$ cat src/rtl/fetch_sequencer.sv
// Fetch/issue controller for the 16-bit, 12-bit-PC processor.
// It owns the PC, fetches from instruction memory and presents each instruction
// to the execute stage. For branch-class instructions it strobes the branch
// resolver and applies the resolved next PC. It also handles halt, memory
// timeout and a retired-instruction counter.
//
// Handshake: instr_out is transferred on a cycle where instr_valid and exec_ready
// are both 1. Once instr_valid rises, instr_out stays stable and instr_valid
// stays high until that transfer cycle. exec_ready may change freely.
//
// imem_req is a registered output that is high during the single FETCH cycle
// that issues a request. Coming out of reset the register is still 0, so the
// first FETCH cycle only arms the request and the following cycle issues it.
// Every later entry into FETCH arms the request on the transition, which lets
// a zero-wait instruction take exactly FETCH, WAIT_MEM, ISSUE.
module fetch_sequencer #(
  parameter logic [7:0]  MEM_TIMEOUT = 8'd8,
  parameter logic [15:0] HALT_INSN   = 16'h0003,
  parameter logic [11:0] RESET_PC    = 12'h000
) (
  input  logic        clk,
  input  logic        rst_n,
  output logic        imem_req,
  output logic [11:0] imem_addr,
  input  logic        imem_valid,
  input  logic [15:0] imem_rdata,
  output logic [15:0] instr_out,
  output logic        instr_valid,
  input  logic        exec_ready,
  output logic        en_branch,
  input  logic        branch_taken,
  input  logic [11:0] branch_target,
  input  logic        restart,
  output logic        halted,
  output logic        fault,
  output logic [15:0] retired,
  output logic [2:0]  dbg_state
);

  typedef enum logic [2:0] {
    FETCH    = 3'd0,
    WAIT_MEM = 3'd1,
    ISSUE    = 3'd2,
    RESOLVE  = 3'd3,
    HALT     = 3'd4,
    FAULT    = 3'd5
  } state_t;

  state_t      state, state_d;
  logic [11:0] pc, pc_d;
  logic [7:0]  cnt, cnt_d;
  logic [15:0] instr_d;
  logic [15:0] retired_d;
  logic        valid_d;
  logic        req_d;
  logic        en_d;
  logic        halted_d;
  logic        fault_d;

  assign imem_addr = pc;
  assign dbg_state = state;

  // State, PC, counters and all registered outputs.
  always_ff @(posedge clk or negedge rst_n) begin
    if (!rst_n) begin
      state       <= FETCH;
      pc          <= RESET_PC;
      cnt         <= 8'd0;
      instr_out   <= 16'd0;
      instr_valid <= 1'b0;
      retired     <= 16'd0;
      imem_req    <= 1'b0;
      en_branch   <= 1'b0;
      halted      <= 1'b0;
      fault       <= 1'b0;
    end else begin
      state       <= state_d;
      pc          <= pc_d;
      cnt         <= cnt_d;
      instr_out   <= instr_d;
      instr_valid <= valid_d;
      retired     <= retired_d;
      imem_req    <= req_d;
      en_branch   <= en_d;
      halted      <= halted_d;
      fault       <= fault_d;
    end
  end

  // Next-state logic and next values of the registered outputs.
  always_comb begin
    state_d   = state;
    pc_d      = pc;
    cnt_d     = cnt;
    instr_d   = instr_out;
    valid_d   = instr_valid;
    retired_d = retired;
    req_d     = 1'b0;
    en_d      = 1'b0;
    case (state)
      FETCH: begin
        cnt_d = 8'd0;
        if (imem_req) begin
          state_d = WAIT_MEM;
        end else begin
          req_d = 1'b1;
        end
      end
      WAIT_MEM: begin
        if (imem_valid) begin
          // A response on the final count still wins over the timeout.
          instr_d = imem_rdata;
          if (imem_rdata == HALT_INSN) begin
            state_d = HALT;
          end else begin
            state_d = ISSUE;
            valid_d = 1'b1;
          end
        end else begin
          cnt_d = cnt + 8'd1;
          if (cnt_d == MEM_TIMEOUT) begin
            state_d = FAULT;
          end
        end
      end
      ISSUE: begin
        if (exec_ready) begin
          valid_d = 1'b0;
          if (retired != 16'hFFFF) begin
            retired_d = retired + 16'd1;
          end
          if (instr_out[1:0] == 2'd2) begin
            state_d = RESOLVE;
            en_d    = 1'b1;
          end else begin
            pc_d    = pc + 12'd1;
            state_d = FETCH;
            req_d   = 1'b1;
          end
        end
      end
      RESOLVE: begin
        // instr_out is untouched here so the resolver still sees the branch.
        pc_d    = branch_taken ? branch_target : (pc + 12'd1);
        state_d = FETCH;
        req_d   = 1'b1;
      end
      HALT, FAULT: begin
        if (restart) begin
          pc_d    = RESET_PC;
          state_d = FETCH;
          req_d   = 1'b1;
        end
      end
      default: begin
        state_d = FETCH;
      end
    endcase
    halted_d = (state_d == HALT);
    fault_d  = (state_d == FAULT);
  end

endmodule

$ cat config.mk
export PLATFORM = sky130hd
export DESIGN_NAME = fetch_sequencer
export DESIGN_NICKNAME = d
export VERILOG_FILES = /design/src/rtl/fetch_sequencer.sv
export SDC_FILE = /design/constraint.sdc
export NUM_CORES = 1
export LEC_CHECK = 0
export CORE_MARGIN = 3
export CORE_UTILIZATION = 55
export DETAILED_ROUTE_END_ITERATION = 12
export DONT_BUFFER_PORTS = 1
export HOLD_SLACK_MARGIN = 0.03
export PLACE_DENSITY = 0.7
export SLEW_MARGIN = 20
export SYNTH_ARGS = -nofsm -noshare
export SYNTH_HDL_FRONTEND = slang
export SYNTH_SLANG_ARGS = --single-unit
$ cat constraint.sdc
create_clock -name clk -period 2.82 [get_ports clk]
set_input_delay 0.282 -clock clk [delete_from_list [all_inputs] [get_ports clk]]
set_output_delay 0.282 -clock clk [all_outputs]
set_load 0.03 [all_outputs]
==> metrics, run 1 <==
sequential area share after synthesis around half; 1st-pass router iterations 5; slowest CP cell dfrtp_1; worst setup slack after layout roughly 0.61 ns; CTS Sinks 60; leakage roughly 1.5 nW; Int Power 0.00205 W; post-DR wirelength/cell around 18 um; #FFs+latches synth 60; H-tree depth 3; DIE AREA ~0.0064 mm2; total of max-cap violations 0; # resized after CTS 0; Peak VDD IR around 0.00073 V; crit path cell chain nand2b_1 -> or3_1 -> o22ai_1 -> a21oi_1 -> nor2b_1; Sw Pwr between 0.001 and 0.0015 W; unrepaired setup endpoints after global routing false; setup TNS 0 ns; min-delay worst type in -> reg; Clock Path Buffers 2; CP Max Fanout 15; Rows 26; Overall Global Routing Usage 21.9%; TritonCTS Buffers 9; Sequential cell area roughly 0.0015 mm2; Post-CTS Hold Fix Bufs 2; multi-input logic area ~0.0014 mm2; synthesized net count between 300 and 400; first-pass GRT wire length 10,700 um; final cell count without fillers approximately 370; CP endpoint kind flip-flop; post-synth cell types 47; Detailed Route Iter0 Violations roughly 160; Worst Path Buf+Inv 0; largest net degree at the start of global routing 61; Core Area 0.00517 mm2; final period utilization about 78%; ANT nets after route 0; crit path kind reg -> reg; Achievable Freq around 450 MHz; boundary pin count 86; fraction of layout cells with a size suffix above 1 13.5%; Worst EP arrival around 2.5 ns; Syn Area/Cell just over 10 um2; Via density roughly 6.1; EDFF count, synth 0; grt total ovfl 0; Clock Skews 0.00615 ns; asr flop ratio synth 100%; relative slew slack about 51%; combinational power share 18.5%; PortBufs 0; Mapped Area 0.00299 mm2; Clock Power Share between 20% and 30%; vias post-DR between 2,000 and 2,500; crit-path leading delay family simple AND/OR/NAND/NOR gates; Layout fillers approximately 420; CTS root buffer clkbuf_8; Top FF cell, synth dfrtp_1; Place WS around 0.66 ns; most frequent cells in the layout 60 x dfrtp_1, 24 x nand2_1, 23 x a21oi_1, 23 x o21ai_0, 21 x nor2_1; placed cells between 300 and 400; CP startpoint kind flip-flop; Final min period ~2.2 ns; DP HPWL about 4500 um; CP required slightly above 3 ns; post-synthesis cell count between 200 and 300; Ant. Diodes 0; Tightest Pin Transition between 0.7 and 0.8 ns; clock-pin transition on the worst setup and hold timing paths around 0.07 ns; r2r setup slk 0.61 ns; initial core utilization 57.8%; CTS tree yes; Net Sw Frac about 41%; clock insertion delay at the later pin of the skew report 0.33 ns; Post-CTS Setup Bufs 0; die height between 70 and 80 um; commonest non-fill, non-tap cell in the layout dfrtp_1; final setup fails 0; status finished clean; initial antenna violation count 0; DR DRC count 0; Final GP Congestion 0.764; Layout Nets about 330; final count of hold timing violations 0; number of global-route vias before repair between 2,000 and 2,500; Max stage delay on crit path 0.81 ns; area grow syn2layout 10.2%; PwrDens approximately 1000 mW/mm2; Final Max Tran Viols 0; sequential group share of total power approximately 54%; die width around 80 um; final WL about 6400 um; Syn. warnings 0
-- registers in the layout (all words and copies together) (netlist names) --
register     count
cnt              8
dbg_state        3
imem_req         1
fault            1
retired         16
instr_valid      1
imem_addr       12
halted           1
en_branch        1
instr_out       16
-- logic make-up after synthesis --
kind of cell	count (synthesis)	share of synthesized area [%]
AOI/OAI and AO/OA	72	15.1
xor gates and xnor gates	15	4.40
adders and majority gates	3	1.26
buffers and inverters	17	3.35
DFF	60	50.3
muxes	20	7.41
and+or+nand+nor	103	18.2
-- Yosys cell counts, drive strengths merged (3+ instances only) --
library cell / n / area (um2)
dfrtp: 60 / 1500
buf: 10 / 73.8
a32oi: 3 / 26.3
nand2b: 4 / 25.0
ha: 3 / 37.5
xor2: 9 / 78.8
a22o: 7 / 61.3
mux2i: 3 / 30.0
nand2: 24 / 90.1
nor2b: 5 / 31.3
nor2: 21 / 78.8
mux2: 17 / 191
clkbuf: 3 / 11.3
nand3: 10 / 50.1
a21oi: 23 / 115
inv: 4 / 15.0
nor3: 8 / 40.0
a21o: 4 / 30.0
o21ai: 23 / 115
xnor2: 6 / 52.6
nor4: 4 / 25.0
nand4: 3 / 18.8
and3: 9 / 56.3
-- layout make-up --
type	count	share of cell area (%)
clock buffer	12	4.71
clock inverter	4	2.89
inverter	4	0.456
multi-input combinational	213	42.1
sequential	60	45.6
tap	70	2.66
timing repair buffer	4	1.60
-- power groups by stage --
| stage | Combinational [W] | Clock (W) | Sequential [W] |
|---|---|---|---|
| final | 0.000638 | 0.000961 | 0.00185 |
| after CTS | 0.000642 | 0.000978 | 0.00185 |
| after floorplan | 0.000568 | 0 | 0.00175 |
| after global routing | 0.000739 | 0.00101 | 0.00189 |
| after global placement | 0.000593 | 0 | 0.00186 |
| after detailed placement | 0.000615 | 0 | 0.00187 |
-- per-stage QoR --
stage	hold WS, ns	util [%]	area [um2]	power [W]
4_1_cts	0.0872	63.7	3290	0.00347
6_report	0.101	63.7	3290	0.00345
2_1_floorplan	-0.0136	-	2990	0.00232
5_1_grt	0.0898	63.7	3290	0.00364
3_5_place_dp	-0.0121	58.1	3010	0.00248
3_3_place_gp	-0.0123	58.1	3010	0.00245
-- routing by layer --
metal	global-route usage, %	vias to the layer above	wire, um
met5	0	-	0
met4	10.7	0	109
met3	8.35	8	613
met2	31.4	84	2900
met1	29.0	1105	2830
li1	-	1045	-
-- worst paths after layout --
kind / from / to / depth (start not counted)
max in group asynchronous: rst_n / instr_out[5]$_DFFE_PN0P_ / 2
min in group asynchronous: rst_n / cnt[2]$_DFFE_PN0P_ / 2
hold reg to reg: cnt[7]$_DFFE_PN0P_ / cnt[7]$_DFFE_PN0P_ / 1
setup / recovery: dbg_state[0]$_DFF_PN0_ / fault$_DFF_PN0_ / 5
hold / removal: imem_rdata[11] / instr_out[11]$_DFFE_PN0P_ / 1
setup reg to reg: dbg_state[0]$_DFF_PN0_ / fault$_DFF_PN0_ / 5
Power figures use the tool's default switching activity.
==> inputs of run 2 (changes only) <==
==> constraint.sdc (replaced) <==
create_clock -name clk -period 2.2 [get_ports clk]
set_input_delay 0.22 -clock clk [delete_from_list [all_inputs] [get_ports clk]]
set_output_delay 0.22 -clock clk [all_outputs]
set_load 0.03 [all_outputs]
==> run 2 against run 1 <==
Sequential power increased by 22%. Routed wire length increased by 3.2%. Clock power increased by 12%. Final cell count increased by 7.6%. Setup slack got worse by 0.29 ns.
==> metrics, run 2 (synthesis gave the netlist of run 1 again) <==
grt total ovfl 0 (unchanged); die height 79.7 um (unchanged); CP required 2.42 ns (-0.66 ns); boundary pin count 86 (unchanged); initial core utilization 57.8% (unchanged); Overall Global Routing Usage 22.6% (+0.72 points); 1st-pass router iterations 4 (-1); min-delay worst type in -> reg; Hold Path Cell Cnt 1 (unchanged); PortBufs 0 (unchanged); Tightest Pin Transition 0.454 ns (-0.276 ns); largest net degree at the start of global routing 61 (unchanged); DIE AREA 0.00635 mm2 (unchanged); Achievable Freq 533 MHz (+18%); most frequent cells in the layout 60 x dfrtp_1, 24 x nand2_1, 23 x a21oi_1, 23 x o21ai_0, 21 x nor2_1; DR DRC count 0 (unchanged); DP HPWL 4630 um (+2.2%); Clock Path Buffers 2 (unchanged); Worst EP arrival 2.09 ns (-0.38 ns); ANT nets after route 0 (unchanged); CP Max Fanout 13 (-2); Final GP Congestion 0.798 (+4.4%); TritonCTS Buffers 9 (unchanged); CP startpoint kind flip-flop; Rows 26 (unchanged); vias post-DR 2,319 (+3.4%); post-DR wirelength/cell 16.8 um (-4.1%); final setup fails 0 (unchanged); CTS root buffer clkbuf_8; first-pass GRT wire length 11,100 um (+3.4%); H-tree depth 3 (unchanged); Via density 5.87 (-3.9%); Core Area 0.00517 mm2 (unchanged); Ant. Diodes 0 (unchanged); CTS tree yes; Place WS 0.325 ns (-0.334 ns); crit path kind reg -> reg; status finished clean; Final Total Pwr 0.00438 W (+27%); PwrDens 1250 mW/mm2 (+19%); Clock Skews 0.00496 ns (-0.00119 ns); initial antenna violation count 0 (unchanged); setup TNS 0 ns (unchanged); Peak VDD IR 0.000862 V (+18%); Layout Nets 357 (+8.5%); final WL 6650 um (+3.2%); final period utilization 85.3% (+6.9 points); Cell Area, Placed 0.00313 mm2 (+4.0%); CP endpoint kind flip-flop; fin area 0.00350 mm2 (+6.3%); leakage 1.58 nW (+7.7%); commonest non-fill, non-tap cell in the layout dfrtp_1; Detailed Route Iter0 Violations 129 (-17%); final count of hold timing violations 0 (unchanged); die width 79.7 um (unchanged); CTS Sinks 60 (unchanged); Final min period 1.88 ns (-0.335 ns); relative slew slack 69.7% (+19 points); Final Max Tran Viols 0 (unchanged); Layout fillers 374 (-11%); post-layout util 67.7% (+4.0 points); cells on worst reg2reg path 4 (-1); number of global-route vias before repair 2,296 (+4.1%); area grow syn2layout 17.2%; clock insertion delay at the later pin of the skew report 0.33 ns (about the same); unrepaired setup endpoints after global routing false; clock-pin transition on the worst setup and hold timing paths 0.07 ns (about the same); worst setup slack after layout 0.323 ns (-0.285 ns); total of max-cap violations 0 (unchanged); fraction of layout cells with a size suffix above 1 16.9% (+3.5 points)
==> run 2: area by class of cell <==
type	instances	area (um2)	area share (%)
clock inverter	4	72.6	2.07
inverter	4	15.0	0.429
tap	70	87.6	2.50
multi-input combinational	213	1390	39.6
clock buffer	12	145	4.15
sequential	60	1500	42.9
timing repair buffer	32	293	8.36
==> run 2: timing repair <==
action	CTS	global route
setup endpoints to repair	0	0
buffers inserted	0	0
endpoints found under the hold margin	72	0
hold buffers	14	0
resized for setup	0	0
==> run 2: worst max-delay path, stage by stage (launching register included) <==
cell and delay [ns]:
dfrtp_1 0.58, and2b_1 0.28, nand3b_1 0.20, a21oi_1 0.33, mux2_2 0.37
==> run 2: where the power goes <==
part,leakage (nW),total [W],switching [W],internal [W]
clock network,0.107,0.00108,0.000415,0.000668
registers,0.780,0.00225,0.000844,0.00140
logic,0.698,0.00105,0.000553,0.000494
total,1.58,0.00438,0.00181,0.00257
==> run 2: routing by layer <==
layer,global-route usage (%),wire length [um],vias up
met5,0,0,-
met4,9.28,89,0
met3,7.00,541,8
met2,34.7,3150,85
met1,29.7,2870,1109
li1,-,-,1117
==> run 2: worst paths after layout <==
check,start,end,slack (ns)
worst max-delay path,dbg_state[1]$_DFF_PN0_,retired[1]$_DFFE_PN0P_,0.32
worst min-delay path,imem_rdata[13],instr_out[13]$_DFFE_PN0P_,0.04
worst max register to register,dbg_state[1]$_DFF_PN0_,retired[1]$_DFFE_PN0P_,0.32
worst min register to register,cnt[1]$_DFFE_PN0P_,cnt[1]$_DFFE_PN0P_,0.55
max in group asynchronous,rst_n,imem_addr[7]$_DFFE_PN0P_,1.51
min in group asynchronous,rst_n,imem_addr[11]$_DFFE_PN0P_,0.42
==> run 2: per-stage QoR <==
stage	hold slack [ns]	instances
after detailed placement	-0.0739	365
after floorplan	-0.0756	290
after global placement	-0.0743	365
after global routing	0.0308	395
final	0.0417	395
after CTS	0.0301	395
